--- src/rtl/motor_sequencer.sv ---
`default_nettype none
// ============================================================================
//  Module      : motor_sequencer
//  Description : Two-motor H-bridge sequencing controller. Converts the
//                switch command into a ramped 12-bit duty word plus bridge
//                IN/EN controls. Direction changes pass through a ramp-down
//                and a dead-time. Overcurrent causes a timed fault with
//                retry counting and a final lockout.
//  Revision    : 1.0  initial release
// ============================================================================
module motor_sequencer #(
    parameter int RAMP_DIV    = 10000,
    parameter int RAMP_STEP   = 16,
    parameter int DEAD_CYCLES = 1000000,
    parameter int FAULT_HOLD  = 100000000,
    parameter int MAX_RETRY   = 3
) (
    input  logic        clk,
    input  logic        rst,
    input  logic [7:0]  sw,
    input  logic [1:0]  OC,
    output logic [11:0] duty,
    output logic [3:0]  IN,
    output logic [1:0]  EN,
    output logic [2:0]  state,
    output logic        fault,
    output logic [1:0]  retry_cnt
);

    // ------------------------------------------------------------------
    // Derived widths and constants
    // ------------------------------------------------------------------
    localparam int TICK_W    = (RAMP_DIV > 1) ? $clog2(RAMP_DIV) : 1;
    localparam int TIMER_MAX = (DEAD_CYCLES > FAULT_HOLD) ? DEAD_CYCLES : FAULT_HOLD;
    localparam int TIMER_W   = $clog2(TIMER_MAX + 1);

    localparam logic [TICK_W-1:0]  c_tick_last  = TICK_W'(RAMP_DIV - 1);
    localparam logic [TIMER_W-1:0] c_dead_last  = TIMER_W'(DEAD_CYCLES - 1);
    localparam logic [TIMER_W-1:0] c_fault_last = TIMER_W'(FAULT_HOLD - 1);
    localparam logic [1:0]         c_retry_max  = 2'(MAX_RETRY);
    localparam logic [11:0]        c_step12     = 12'(RAMP_STEP);
    localparam logic [12:0]        c_step13     = 13'(RAMP_STEP);

    // State codes double as the display code exported on 'state'.
    typedef enum logic [2:0] {
        S_IDLE     = 3'd0,
        S_DRIVE    = 3'd1,
        S_STOPPING = 3'd2,
        S_DEAD     = 3'd3,
        S_FAULT    = 3'd4,
        S_LOCKOUT  = 3'd5
    } state_t;

    // ------------------------------------------------------------------
    // Registers
    // ------------------------------------------------------------------
    state_t               r_state;
    logic [11:0]          r_duty;
    logic [1:0]           r_dir_q;
    logic [TIMER_W-1:0]   r_timer;
    logic [1:0]           r_retry;
    logic [3:0]           r_in;
    logic [1:0]           r_en;
    logic                 r_fault;
    logic [TICK_W-1:0]    r_tick_cnt;
    logic [1:0]           r_oc_meta;
    logic [1:0]           r_oc_s;

    // ------------------------------------------------------------------
    // Combinational next-state values
    // ------------------------------------------------------------------
    state_t               w_state_nx;
    logic [11:0]          w_duty_nx;
    logic [1:0]           w_dir_nx;
    logic [TIMER_W-1:0]   w_timer_nx;
    logic [1:0]           w_retry_nx;
    logic [3:0]           w_in_nx;
    logic [1:0]           w_en_nx;
    logic                 w_fault_nx;

    logic                 w_run;
    logic                 w_tick;
    logic                 w_oc_any;
    logic [11:0]          w_target;
    logic [11:0]          w_tgt;
    logic [11:0]          w_ramp_duty;
    logic                 w_unused;

    // sw[3] has no function in the command word.
    assign w_unused = sw[3];

    assign w_run    = sw[2];
    assign w_oc_any = |r_oc_s;
    assign w_tick   = (r_tick_cnt == c_tick_last);

    // speed * 255 computed as (speed << 8) - speed; max 3825 fits 12 bits.
    assign w_target = w_run ? ({sw[7:4], 8'h00} - {8'h00, sw[7:4]}) : 12'd0;

    // While stopping the ramp always heads for zero.
    assign w_tgt = (r_state == S_STOPPING) ? 12'd0 : w_target;

    // One ramp step toward tgt, clamped so it never overshoots or wraps.
    function automatic logic [11:0] ramp_next(input logic [11:0] cur,
                                              input logic [11:0] tgt);
        logic [12:0] up;
        logic [11:0] gap;
        up        = {1'b0, cur} + c_step13;
        gap       = cur - tgt;
        ramp_next = cur;
        if (cur < tgt) begin
            ramp_next = (up > {1'b0, tgt}) ? tgt : up[11:0];
        end else if (cur > tgt) begin
            ramp_next = (gap <= c_step12) ? tgt : (cur - c_step12);
        end
    endfunction

    assign w_ramp_duty = ramp_next(r_duty, w_tgt);

    // Per-motor bridge input pair: 10 forward, 01 reverse.
    function automatic logic [1:0] bridge_pair(input logic fwd);
        bridge_pair = fwd ? 2'b10 : 2'b01;
    endfunction

    // ------------------------------------------------------------------
    // Two-flop synchronizer for the asynchronous overcurrent flags
    // ------------------------------------------------------------------
    always_ff @(posedge clk) begin
        if (rst) begin
            r_oc_meta <= 2'b00;
            r_oc_s    <= 2'b00;
        end else begin
            r_oc_meta <= OC;
            r_oc_s    <= r_oc_meta;
        end
    end

    // Free-running ramp prescaler; wraps at RAMP_DIV-1 and flags a tick there.
    always_ff @(posedge clk) begin
        if (rst) begin
            r_tick_cnt <= '0;
        end else if (w_tick) begin
            r_tick_cnt <= '0;
        end else begin
            r_tick_cnt <= r_tick_cnt + TICK_W'(1);
        end
    end

    // Next-state, duty, timer and retry logic; a fault overrides everything.
    always_comb begin
        w_state_nx = r_state;
        w_duty_nx  = r_duty;
        w_dir_nx   = r_dir_q;
        w_timer_nx = r_timer;
        w_retry_nx = r_retry;

        case (r_state)
            S_IDLE: begin
                w_duty_nx = 12'd0;
                if (w_run) begin
                    w_state_nx = S_DEAD;
                    w_timer_nx = '0;
                end
            end

            S_DRIVE: begin
                if (w_tick) begin
                    w_duty_nx = w_ramp_duty;
                end
                // Direction change and run dropping both lead to a stop.
                if ((sw[1:0] != r_dir_q) || !w_run) begin
                    w_state_nx = S_STOPPING;
                end
            end

            S_STOPPING: begin
                if (r_duty == 12'd0) begin
                    w_state_nx = S_DEAD;
                    w_timer_nx = '0;
                end else if (w_tick) begin
                    w_duty_nx = w_ramp_duty;
                end
            end

            S_DEAD: begin
                w_duty_nx = 12'd0;
                if (r_timer == c_dead_last) begin
                    w_timer_nx = '0;
                    if (w_run) begin
                        w_dir_nx   = sw[1:0];
                        w_state_nx = S_DRIVE;
                    end else begin
                        w_state_nx = S_IDLE;
                    end
                end else begin
                    w_timer_nx = r_timer + TIMER_W'(1);
                end
            end

            S_FAULT: begin
                w_duty_nx = 12'd0;
                // Cool-down only runs once the overcurrent has cleared.
                if (w_oc_any) begin
                    w_timer_nx = '0;
                end else if (r_timer == c_fault_last) begin
                    w_timer_nx = '0;
                    w_state_nx = (r_retry == c_retry_max) ? S_LOCKOUT : S_IDLE;
                end else begin
                    w_timer_nx = r_timer + TIMER_W'(1);
                end
            end

            S_LOCKOUT: begin
                w_duty_nx = 12'd0;
            end

            default: begin
                w_state_nx = S_IDLE;
                w_duty_nx  = 12'd0;
                w_timer_nx = '0;
            end
        endcase

        // Overcurrent entry takes priority over any transition or ramp step.
        if (w_oc_any && ((r_state == S_IDLE) || (r_state == S_DRIVE) ||
                         (r_state == S_STOPPING) || (r_state == S_DEAD))) begin
            w_state_nx = S_FAULT;
            w_duty_nx  = 12'd0;
            w_timer_nx = '0;
            w_dir_nx   = r_dir_q;
            w_retry_nx = (r_retry == 2'd3) ? 2'd3 : (r_retry + 2'd1);
        end
    end

    // Bridge controls derived from the next state so they are registered
    // in the same edge as the state itself.
    always_comb begin
        w_in_nx    = 4'b0000;
        w_en_nx    = 2'b00;
        w_fault_nx = 1'b0;
        case (w_state_nx)
            S_DRIVE, S_STOPPING: begin
                w_en_nx = 2'b11;
                w_in_nx = {bridge_pair(w_dir_nx[1]), bridge_pair(w_dir_nx[0])};
            end
            S_FAULT, S_LOCKOUT: begin
                w_fault_nx = 1'b1;
            end
            default: begin
                w_in_nx    = 4'b0000;
                w_en_nx    = 2'b00;
                w_fault_nx = 1'b0;
            end
        endcase
    end

    // State and output registers.
    always_ff @(posedge clk) begin
        if (rst) begin
            r_state <= S_IDLE;
            r_duty  <= 12'd0;
            r_dir_q <= 2'b00;
            r_timer <= '0;
            r_retry <= 2'd0;
            r_in    <= 4'b0000;
            r_en    <= 2'b00;
            r_fault <= 1'b0;
        end else begin
            r_state <= w_state_nx;
            r_duty  <= w_duty_nx;
            r_dir_q <= w_dir_nx;
            r_timer <= w_timer_nx;
            r_retry <= w_retry_nx;
            r_in    <= w_in_nx;
            r_en    <= w_en_nx;
            r_fault <= w_fault_nx;
        end
    end

    assign duty      = r_duty;
    assign IN        = r_in;
    assign EN        = r_en;
    assign state     = r_state;
    assign fault     = r_fault;
    assign retry_cnt = r_retry;

endmodule
`default_nettype wire

--- config.mk ---
export PLATFORM = sky130hd
export DESIGN_NAME = motor_sequencer
export DESIGN_NICKNAME = d
export VERILOG_FILES = /design/src/rtl/motor_sequencer.sv
export SDC_FILE = /design/constraint.sdc
export NUM_CORES = 1
export LEC_CHECK = 0
export CAP_MARGIN = 40
export CORE_UTILIZATION = 30
export CTS_CLUSTER_DIAMETER = 100
export DETAILED_ROUTE_END_ITERATION = 8
export HOLD_SLACK_MARGIN = 0.06
export PLACE_DENSITY = 0.48
export SYNTH_ARGS = -nofsm -noshare
export SYNTH_HDL_FRONTEND = slang
export SYNTH_SLANG_ARGS = --single-unit
--- constraint.sdc ---
create_clock -name clk -period 7.2 [get_ports clk]
set_input_delay 1.08 -clock clk [delete_from_list [all_inputs] [get_ports clk]]
set_output_delay 1.08 -clock clk [all_outputs]
set_load 0.05 [all_outputs]
==> run_results.csv, run 1 <==
group,metric,value,unit
final_layout,areaGrowthSynthToFinish,17.7,%
min_path,hp-class,"reg2reg",
synthesis,avgSynthCellArea,8.21,sq um
sta,timing.final.max_slew_violations,0,
clocking,path_clk_slew,50,ps
sta,finalWorstSetupSlack,1920,ps
synthesis,postSynth.asyncResetShare,0,%
sta,worstMarginPinSlew,653,ps
synthesis,syn_inst,568,
placement,port-buffer-count,34,
placement,place_ws,1610,ps
die,ios,36,
detailed_routing,via_per_inst,5.21,
detailed_routing,routed_wl,12100,um
die,die_h,127,um
synthesis,synth_common_cells,"82 x nor2_1, 70 x dfxtp_1, 39 x nand2_1",
final_layout,final_area,0.00549,sq mm
sta,final.min_clock_period,5280,ps
detailed_routing,vias,4121,
sta,max_freq,189,MHz
setup_path,worst_setup_path_start_kind,"input pin",
synthesis,synthAdderAreaFrac,7.67,%
power_and_ir_drop,p_per_area,249,mW/mm^2
final_layout,fin_cells,791,
setup_path,required,7400,ps
synthesis,synth.cell_area,0.00466,sq mm
global_routing,grt_pass1_wl,20000,um
flow_run,drv_cap,0,
synthesis,ys_seq_area_share,30.1,%
power_and_ir_drop,p_comb_share,33.5,%
power_and_ir_drop,power_frac_clock,34.6,%
global_routing,overflow,0,
detailed_routing,drt_iter0_drc,205,
placement,dpl.cell_count,776,
run_status,outcome,"complete, no violations",
power_and_ir_drop,p_total,1.37,mW
clocking,clock-sinks,70,
global_routing,antenna_found_initial,0,
synthesis,yosys_warnings,0,
clocking,post_cts_resized,0,
setup_path,crit_arrival,5480,ps
power_and_ir_drop,p_sw,0.471,mW
synthesis,synth_fp_nets,608,
die,start_util,30.7,%
setup_path,end_kind,"flip-flop",
synthesis,synthMuxAreaShare,2.17,%
clocking,clock_latency,320,ps
placement,gp_congestion,0.874,
synthesis,synth_top_family_by_area,"simple AND/OR/NAND/NOR gates",
clocking,cts_setup_buffers,0,
synthesis,synth.distinct_cells,82,
die,dieWidth,127,um
clocking,cts_tree,"yes",
final_layout,nets,639,
detailed_routing,route.detailed.drc,0,
synthesis,yosysTopAreaCell,"dfxtp_1",
setup_path,slowest_delay,580,ps
final_layout,drive_gt1_share,7.79,%
power_and_ir_drop,p_int,0.897,mW
placement,dp_hpwl,9240,um
die,row_count,45,
setup_path,critPathMaxFanout,14,
power_and_ir_drop,seqPwrFrac,31.9,%
power_and_ir_drop,vdd_drop_max,0.133,mV
final_layout,diodes,0,
synthesis,synth_compound_area_share,16.7,%
sta,min_period_over_period,73.4,%
synthesis,synth_edf_count,0,
synthesis,yosys.area.top_type_share,30.1,%
setup_path,worstSetupPathType,"in2reg",
global_routing,grt_pass1_vias,3971,
detailed_routing,drt-pass1-iter-count,4,
setup_path,crit_path_cell_trace,"clkdlybuf4s50_1, a21boi_0, buf_4, a21boi_0, nand2_1, ha_1, nand4_1, nor2_1, a21boi_0, nor2_1, nor2_1, a31oi_2, and2_2, a32o_1",
sta,setup_viol,0,
sta,rsz0062_at_grt,"no",
synthesis,ys_ff_latch,70,
synthesis,yosys_most_used_dff,"dfxtp_1",
power_and_ir_drop,switching_share,34.4,%
sta,hold_violations,0,
detailed_routing,ant_nets,0,
detailed_routing,drt-wirelength-per-cell,15.4,um
global_routing,grt_max_degree,24,
sta,max_slew_margin,56.4,%
synthesis,yosys.area_share.xor_xnor,10.3,%
placement,place_area,0.00517,sq mm
clocking,clock_path_buffers,2,
setup_path,cpMaxStageDelayCell,"clkdlybuf4s50_1",
power_and_ir_drop,p_leak,2.01,nW
sta,fin_tns_setup,0,ps
sta,skew,8.76,ps
clocking,cts.htree.levels,3,
clocking,root_buffer,"clkbuf_16",
synthesis,synth-simple-area-share,29.1,%
clocking,ctsHoldBuffers,0,
die,dieArea,0.0160,sq mm
synthesis,synth_most_common_cell,"nor2_1",
clocking,cts_inserted_buffers,9,
die,fp.coreArea,0.0152,sq mm
synthesis,synth_area_leaders,"dfxtp_1 30%, ha_1 7.2%, nor2_1 6.6%",
global_routing,grt_util_all_layers,15.5,%
## sequential cells by signal (all words and copies together) (netlist names)
register / count
r_timer: 27
r_tick_cnt: 14
duty: 12
IN: 4
state: 3
r_dir_q: 2
r_oc_meta: 2
r_oc_s: 2
retry_cnt: 2
EN: 1
fault: 1
## path summary, 6_finish.rpt
kind | to | cells after the start | slack (ps) | start
min reg2reg | r_oc_s[0]$_SDFF_PP0_ | 1 | 430 | r_oc_meta[0]$_SDFF_PP0_
max reg2reg | duty[10]$_SDFFE_PP0P_ | 14 | 2440 | state[2]$_SDFF_PP0_
min | r_oc_s[0]$_SDFF_PP0_ | 1 | 430 | r_oc_meta[0]$_SDFF_PP0_
max | duty[10]$_SDFFE_PP0P_ | 14 | 1920 | sw[2]
## layer usage
| layer | track usage (%) | vias to the layer above | wire, um |
|---|---|---|---|
| li1 | - | 2107 | - |
| met1 | 20.6 | 1920 | 6040 |
| met2 | 25.3 | 76 | 5430 |
| met3 | 2.40 | 18 | 441 |
| met4 | 6.37 | 0 | 229 |
| met5 | 0 | - | 0 |
## logic make-up (layout without fill, tap and decap cells)
family,Yosys count,in the layout
xor+xnor,55,55
simple gates,262,262
compound gates,106,106
buf+inv,37,72
fa+ha+maj,28,28
flops,70,70
mux,10,10
## per-stage QoR
step                utilization, %  hold WS [ps]
finish                        36.1           435
detailed placement            34.0           437
CTS                           36.1           447
floorplan                        -           414
global placement              33.8           429
global route                  36.1           461
## power by group through the flow
stage	Combinational (mW)	Clock, mW	Sequential [mW]
2_1_floorplan	0.313	0	0.471
3_3_place_gp	0.446	0	0.445
3_5_place_dp	0.454	0	0.445
4_1_cts	0.458	0.486	0.437
5_1_grt	0.501	0.507	0.439
6_report	0.458	0.474	0.437
## critical path, delay by kind of cell
kind	cells	cell delay [ps]
and+or+nand+nor	6	1480
AOI/OAI and AO/OA	5	1610
adders and majority gates	1	510
buffers and inverters	2	800
## area by class of cell
type / instances / area (sq um)
Inverter: 20 / 75.1
Clock inverter: 4 / 70.1
Fill cell: 1558 / 9710
Multi-Input combinational cell: 461 / 3070
Sequential cell: 70 / 1400
Tap cell: 188 / 235
Timing Repair Buffer: 37 / 380
Clock buffer: 11 / 253
## cell usage in the layout, fill, tap and decap left out, types with 3 or more instances in the layout
| cell type | instances |
|---|---|
| a211oi_1 | 4 |
| a21boi_0 | 4 |
| a21o_1 | 3 |
| a21o_2 | 3 |
| a21oi_1 | 29 |
| a31oi_1 | 6 |
| a32o_1 | 3 |
| and2_1 | 5 |
| and2b_1 | 3 |
| and3_1 | 10 |
| clkbuf_16 | 9 |
| clkdlybuf4s50_1 | 34 |
| dfxtp_1 | 70 |
| ha_1 | 27 |
| inv_1 | 20 |
| mux2i_1 | 9 |
| nand2_1 | 39 |
| nand2b_1 | 6 |
| nand3_1 | 35 |
| nand4_1 | 18 |
| nor2_1 | 82 |
| nor2b_1 | 11 |
| nor3_1 | 12 |
| nor4_1 | 7 |
| o211ai_1 | 5 |
| o21ai_0 | 17 |
| or2_2 | 4 |
| or3_1 | 6 |
| xnor2_1 | 32 |
| xor2_1 | 23 |
(Power assumes the default switching activity.)
==> inputs of run 2 (changes only) <==
--- a/config.mk
+++ b/config.mk
@@ -10,7 +10,7 @@
 export CTS_CLUSTER_DIAMETER = 100
 export DETAILED_ROUTE_END_ITERATION = 8
 export HOLD_SLACK_MARGIN = 0.06
-export PLACE_DENSITY = 0.48
+export PLACE_DENSITY = 0.49
 export SYNTH_ARGS = -nofsm -noshare
 export SYNTH_HDL_FRONTEND = slang
 export SYNTH_SLANG_ARGS = --single-unit
==> constraint.sdc (replaced) <==
create_clock -name clk -period 4.4 [get_ports clk]
set_input_delay 0.66 -clock clk [delete_from_list [all_inputs] [get_ports clk]]
set_output_delay 0.66 -clock clk [all_outputs]
set_load 0.05 [all_outputs]
==> run 2 against run 1 <==
Compared with the run above:
- clock power up 37%
- count of clock-buffer cells in the layout down 1
- non-clock buffer count up 39
- flip-flop and latch count unchanged
- cell count up 5.1%
- clock skew down 4.3 ps
- worst hold slack better by 0.66 ps
- setup slack worse by 1600 ps
- global-route usage up 0.92 points
- total power up 61%
- critical endpoint is now duty[7]$_SDFFE_PP0P_
==> run_results.csv, run 2 (synthesis gave the netlist of run 1 again) <==
group,metric,value,unit
setup_path,required,4630,ps
setup_path,worstSetupPathType,"in2reg",
setup_path,worst_setup_path_start_kind,"input pin",
detailed_routing,drt-wirelength-per-cell,15.1,um
final_layout,largest_reg_flops,27,
detailed_routing,vias,4370,
final_layout,fin_util,37.6,%
power_and_ir_drop,vdd_drop_max,0.216,mV
power_and_ir_drop,p_leak,2.16,nW
die,dieWidth,127,um
die,fp.coreArea,0.0152,sq mm
clocking,cts_tree,"yes",
clocking,clock_path_buffers,2,
sta,min_period_over_period,92.1,%
sta,max_freq,247,MHz
die,start_util,30.7,%
placement,port-buffer-count,34,
sta,worstMarginPinSlew,672,ps
final_layout,nets,678,
clocking,root_buffer,"clkbuf_16",
setup_path,end_kind,"flip-flop",
setup_path,crit_arrival,4280,ps
final_layout,final_area,0.00572,sq mm
global_routing,grt_max_degree,26,
detailed_routing,via_per_inst,5.26,
placement,dp_hpwl,9650,um
clocking,clock_latency,340,ps
placement,gp_congestion,0.860,
die,die_h,127,um
clocking,cts_setup_buffers,0,
global_routing,grt_pass1_vias,4220,
final_layout,areaGrowthSynthToFinish,22.6,%
clocking,ctsHoldBuffers,0,
sta,skew,4.50,ps
detailed_routing,ant_nets,0,
power_and_ir_drop,p_per_area,385,mW/mm^2
final_layout,layout_common_cells,"82 x nor2_1, 70 x dfxtp_1, 41 x buf_4",
detailed_routing,dr.max_layer_used,"met4",
detailed_routing,drt_iter0_drc,198,
die,row_count,45,
die,dieArea,0.0160,sq mm
detailed_routing,routed_wl,12500,um
placement,place_ws,-89.9,ps
placement,place_area,0.00545,sq mm
clocking,path_clk_slew,60,ps
global_routing,grt_pass1_wl,21000,um
clocking,cts.htree.levels,3,
sta,fin_tns_setup,0,ps
detailed_routing,drt-met1-wl,5960,um
sta,hold_violations,0,
global_routing,antenna_found_initial,0,
detailed_routing,wl_met3,547,um
detailed_routing,drt-pass1-iter-count,5,
sta,max_slew_margin,54.8,%
final_layout,drive_gt1_share,13.4,%
clocking,post_cts_resized,0,
sta,timing.final.max_slew_violations,0,
sta,rsz0062_at_grt,"no",
global_routing,overflow,0,
final_layout,mostFrequentLayoutCell,"nor2_1",
sta,setup_viol,0,
detailed_routing,route.detailed.drc,0,
final_layout,largest_register,"r_timer",
sta,finalWorstSetupSlack,349,ps
sta,final.min_clock_period,4050,ps
setup_path,critPathMaxFanout,6,
flow_run,drv_cap,0,
clocking,cts_inserted_buffers,9,
global_routing,grt_util_all_layers,16.5,%
min_path,hp-class,"reg2reg",
die,ios,36,
final_layout,diodes,0,
detailed_routing,route.met2.wl,5870,um
run_status,outcome,"complete, no violations",
clocking,clock-sinks,70,
==> run 2: stage by stage <==
step                      hold slack, ps  power, mW  cells
after detailed placement             424       1.56    815
after floorplan                      414       1.28    568
after global routing                 454       2.33    831
final                                436       2.20    831
after CTS                            438       2.23    831
after global placement               423       1.54    814
==> run 2: worst max-delay path: stages <==
cell and delay (ps):
clkdlybuf4s50_1 500, a21boi_0 200, buf_4 160, a21boi_1 240, buf_4 160, inv_1 50, ha_1 300, and2b_1 200
a222oi_1 210, o2111ai_1 170, nor4b_2 350, o2111ai_2 270, o2111a_1 310, a221o_1 280, a32o_1 200
==> run 2: final cells by class <==
class	instances	area, sq um
Timing Repair Buffer	76	663
Fill cell	1556	9490
Clock inverter	6	38.8
Inverter	20	75.1
Sequential cell	70	1400
Multi-Input combinational cell	461	3070
Tap cell	188	235
Clock buffer	10	229
==> run 2: power breakdown <==
group	switching, mW	internal, mW	leakage [nW]
registers	0.0458	0.661	0.567
logic	0.490	0.357	1.46
clock network	0.272	0.379	0.128
==> run 2: final timing paths <==
check | start | end | slack, ps | cells past startpoint
min | r_oc_meta[1]$_SDFF_PP0_ | r_oc_s[1]$_SDFF_PP0_ | 440 | 1
max | sw[2] | duty[7]$_SDFFE_PP0P_ | 350 | 15
min reg2reg | r_oc_meta[1]$_SDFF_PP0_ | r_oc_s[1]$_SDFF_PP0_ | 440 | 1
max reg2reg | state[0]$_SDFF_PP0_ | duty[7]$_SDFFE_PP0P_ | 530 | 15
==> run 2: metal layers <==
metal  GRT usage (%)  vias up
met2            27.8       98
met5               0        -
li1                -     2188
met3            3.08       13
met4            5.95        0
met1            20.9     2071
==> inputs of run 3 (changes only) <==
--- a/config.mk
+++ b/config.mk
@@ -10,7 +10,7 @@
 export CTS_CLUSTER_DIAMETER = 100
 export DETAILED_ROUTE_END_ITERATION = 8
 export HOLD_SLACK_MARGIN = 0.06
-export PLACE_DENSITY = 0.49
+export PLACE_DENSITY = 0.48
 export SYNTH_ARGS = -nofsm -noshare
 export SYNTH_HDL_FRONTEND = slang
 export SYNTH_SLANG_ARGS = --single-unit
==> constraint.sdc (replaced) <==
create_clock -name clk -period 5.2 [get_ports clk]
set_input_delay 0.78 -clock clk [delete_from_list [all_inputs] [get_ports clk]]
set_output_delay 0.78 -clock clk [all_outputs]
set_load 0.05 [all_outputs]
==> run 3 against run 2 <==
Compared with the run above:
- core utilization fell by 1.4 points
- first-iteration DRC count rose by 23%
- global-route usage is 0.85 points lower
==> run_results.csv, run 3 (synthesis gave the netlist of run 1 again) <==
group,metric,value,unit
global_routing,use_met1,20.0,%
clocking,post_cts_resized,0,
global_routing,grt_util_met3,3.12,%
die,dieArea,0.0160,sq mm
global_routing,grt_util_all_layers,15.6,%
sta,max_slew_margin,53.0,%
detailed_routing,drt-wirelength-per-cell,15.0,um
setup_path,ff2ff_path_depth,15,
final_layout,multiInputGateArea,0.00307,sq mm
final_layout,largest_reg_flops,27,
setup_path,cpMaxStageDelayCell,"clkdlybuf4s50_1",
setup_path,critPathMaxFanout,13,
global_routing,grt_pass1_wl,19700,um
detailed_routing,drt-pass1-iter-count,5,
detailed_routing,via_per_inst,5.23,
global_routing,grt_pass1_vias,3940,
sta,worstMarginPinSlew,699,ps
flow_run,drv_cap,0,
die,ios,36,
clocking,clock_latency,330,ps
power_and_ir_drop,vdd_drop_max,0.180,mV
detailed_routing,routed_wl,11900,um
clocking,cts_inserted_buffers,9,
detailed_routing,route.detailed.drc,0,
sta,rsz0062_at_grt,"no",
min_path,hp-class,"reg2reg",
global_routing,grt_use_met2,25.6,%
global_routing,overflow,0,
sta,min_period_over_period,88.8,%
placement,dp_hpwl,9110,um
final_layout,fin_util,36.2,%
setup_path,cp-startpoint,"sw[2]",
setup_path,r2r_slack,750,ps
clocking,cts.htree.levels,3,
clocking,clock_path_buffers,2,
global_routing,antenna_found_initial,0,
final_layout,mostFrequentLayoutCell,"nor2_1",
final_layout,diodes,0,
sta,hold_violations,0,
final_layout,nets,643,
die,start_util,30.7,%
global_routing,grt_max_degree,26,
die,row_count,45,
sta,setup_viol,0,
sta,skew,6.71,ps
sta,fin_tns_setup,0,ps
sta,max_freq,217,MHz
sta,final.min_clock_period,4620,ps
setup_path,regToRegStartpoint,"state[2]$_SDFF_PP0_",
setup_path,required,5480,ps
detailed_routing,vias,4166,
final_layout,areaGrowthSynthToFinish,18.0,%
power_and_ir_drop,p_leak,2.02,nW
power_and_ir_drop,p_per_area,343,mW/mm^2
setup_path,end_kind,"flip-flop",
setup_path,timing.rr.end,"duty[10]$_SDFFE_PP0P_",
die,fp.coreArea,0.0152,sq mm
placement,gp_congestion,0.931,
run_status,outcome,"complete, no violations",
die,die_h,127,um
final_layout,layout_common_cells,"82 x nor2_1, 70 x dfxtp_1, 39 x nand2_1",
die,dieWidth,127,um
final_layout,largest_register,"r_timer",
detailed_routing,drt_iter0_drc,244,
final_layout,nFillCells,1597,
final_layout,register_area,0.00140,sq mm
setup_path,crit_path_cell_trace,"clkdlybuf4s50_1, a21boi_0, buf_4, a21boi_0, buf_4, inv_1, ha_1, buf_4, a31oi_1, a21o_2, o31a_1, xnor2_1, nor2_1, o311ai_0, a32o_1",
setup_path,slowest_delay,580,ps
setup_path,worst_setup_path_start_kind,"input pin",
power_and_ir_drop,p_total,1.89,mW
final_layout,drive_gt1_share,8.22,%
clocking,clock-sinks,70,
detailed_routing,ant_nets,0,
setup_path,worstSetupPathType,"in2reg",
sta,timing.final.max_slew_violations,0,
clocking,ctsHoldBuffers,0,
setup_path,crit_path_end,"duty[10]$_SDFFE_PP0P_",
clocking,root_buffer,"clkbuf_16",
placement,port-buffer-count,34,
setup_path,critPathMostFrequentCell,"buf_4",
clocking,cts_tree,"yes",
clocking,cts_setup_buffers,0,
setup_path,crit_arrival,4890,ps
clocking,path_clk_slew,50,ps
global_routing,top_usage_layer,"met2",
run 3: metal layers:
layer,wire length (um),up-vias
li1,-,2120
met1,5680,1929
met2,5370,99
met3,611,18
met4,256,0
met5,0,-
run 3: how the worst min path moves through the flow:
stage | slack, ps | cells after the start | to | from
floorplan | 410 | 1 | r_oc_s[0]$_SDFF_PP0_ | r_oc_meta[0]$_SDFF_PP0_
global placement | 420 | 1 | r_oc_s[0]$_SDFF_PP0_ | r_oc_meta[0]$_SDFF_PP0_
detailed placement | 430 | 1 | r_oc_s[1]$_SDFF_PP0_ | r_oc_meta[1]$_SDFF_PP0_
finish | 440 | 1 | r_oc_s[0]$_SDFF_PP0_ | r_oc_meta[0]$_SDFF_PP0_
CTS | 440 | 1 | r_oc_s[0]$_SDFF_PP0_ | r_oc_meta[0]$_SDFF_PP0_
global route | 460 | 1 | r_oc_s[0]$_SDFF_PP0_ | r_oc_meta[0]$_SDFF_PP0_
run 3: final cells by class:
class / count / area share [%]
multi-input cells: 461 / 55.9
flip-flops and latches: 70 / 25.5
repair buffers: 41 / 7.23
clock buffers: 12 / 4.48
well taps: 188 / 4.28
inverters: 20 / 1.36
clock inverters: 4 / 1.27
run 3: critical path: cells and delay by family:
| family | cells | cell delay [ps] |
|---|---|---|
| AO/OA/AOI/OAI | 7 | 1870 |
| XOR/XNOR | 1 | 490 |
| AND/OR/NAND/NOR | 1 | 190 |
| buffers and inverters | 5 | 1230 |
| adder cells (fa/ha/maj) | 1 | 330 |
run 3: through the flow:
step | hold slack, ps | cells | setup WS [ps] | cell area (sq um)
finish | 439 | 796 | 584 | 5500
global route | 457 | 796 | 143 | 5500
CTS | 444 | 796 | 609 | 5500
detailed placement | 428 | 780 | 242 | 5180
global placement | 424 | 778 | 266 | 5160
floorplan | 414 | 568 | 1110 | 4660
run 3: power breakdown:
group / switching, mW / internal, mW / total, mW
Combinational: 0.388 / 0.244 / 0.631
Clock: 0.220 / 0.431 / 0.651
Sequential: 0.0442 / 0.560 / 0.604
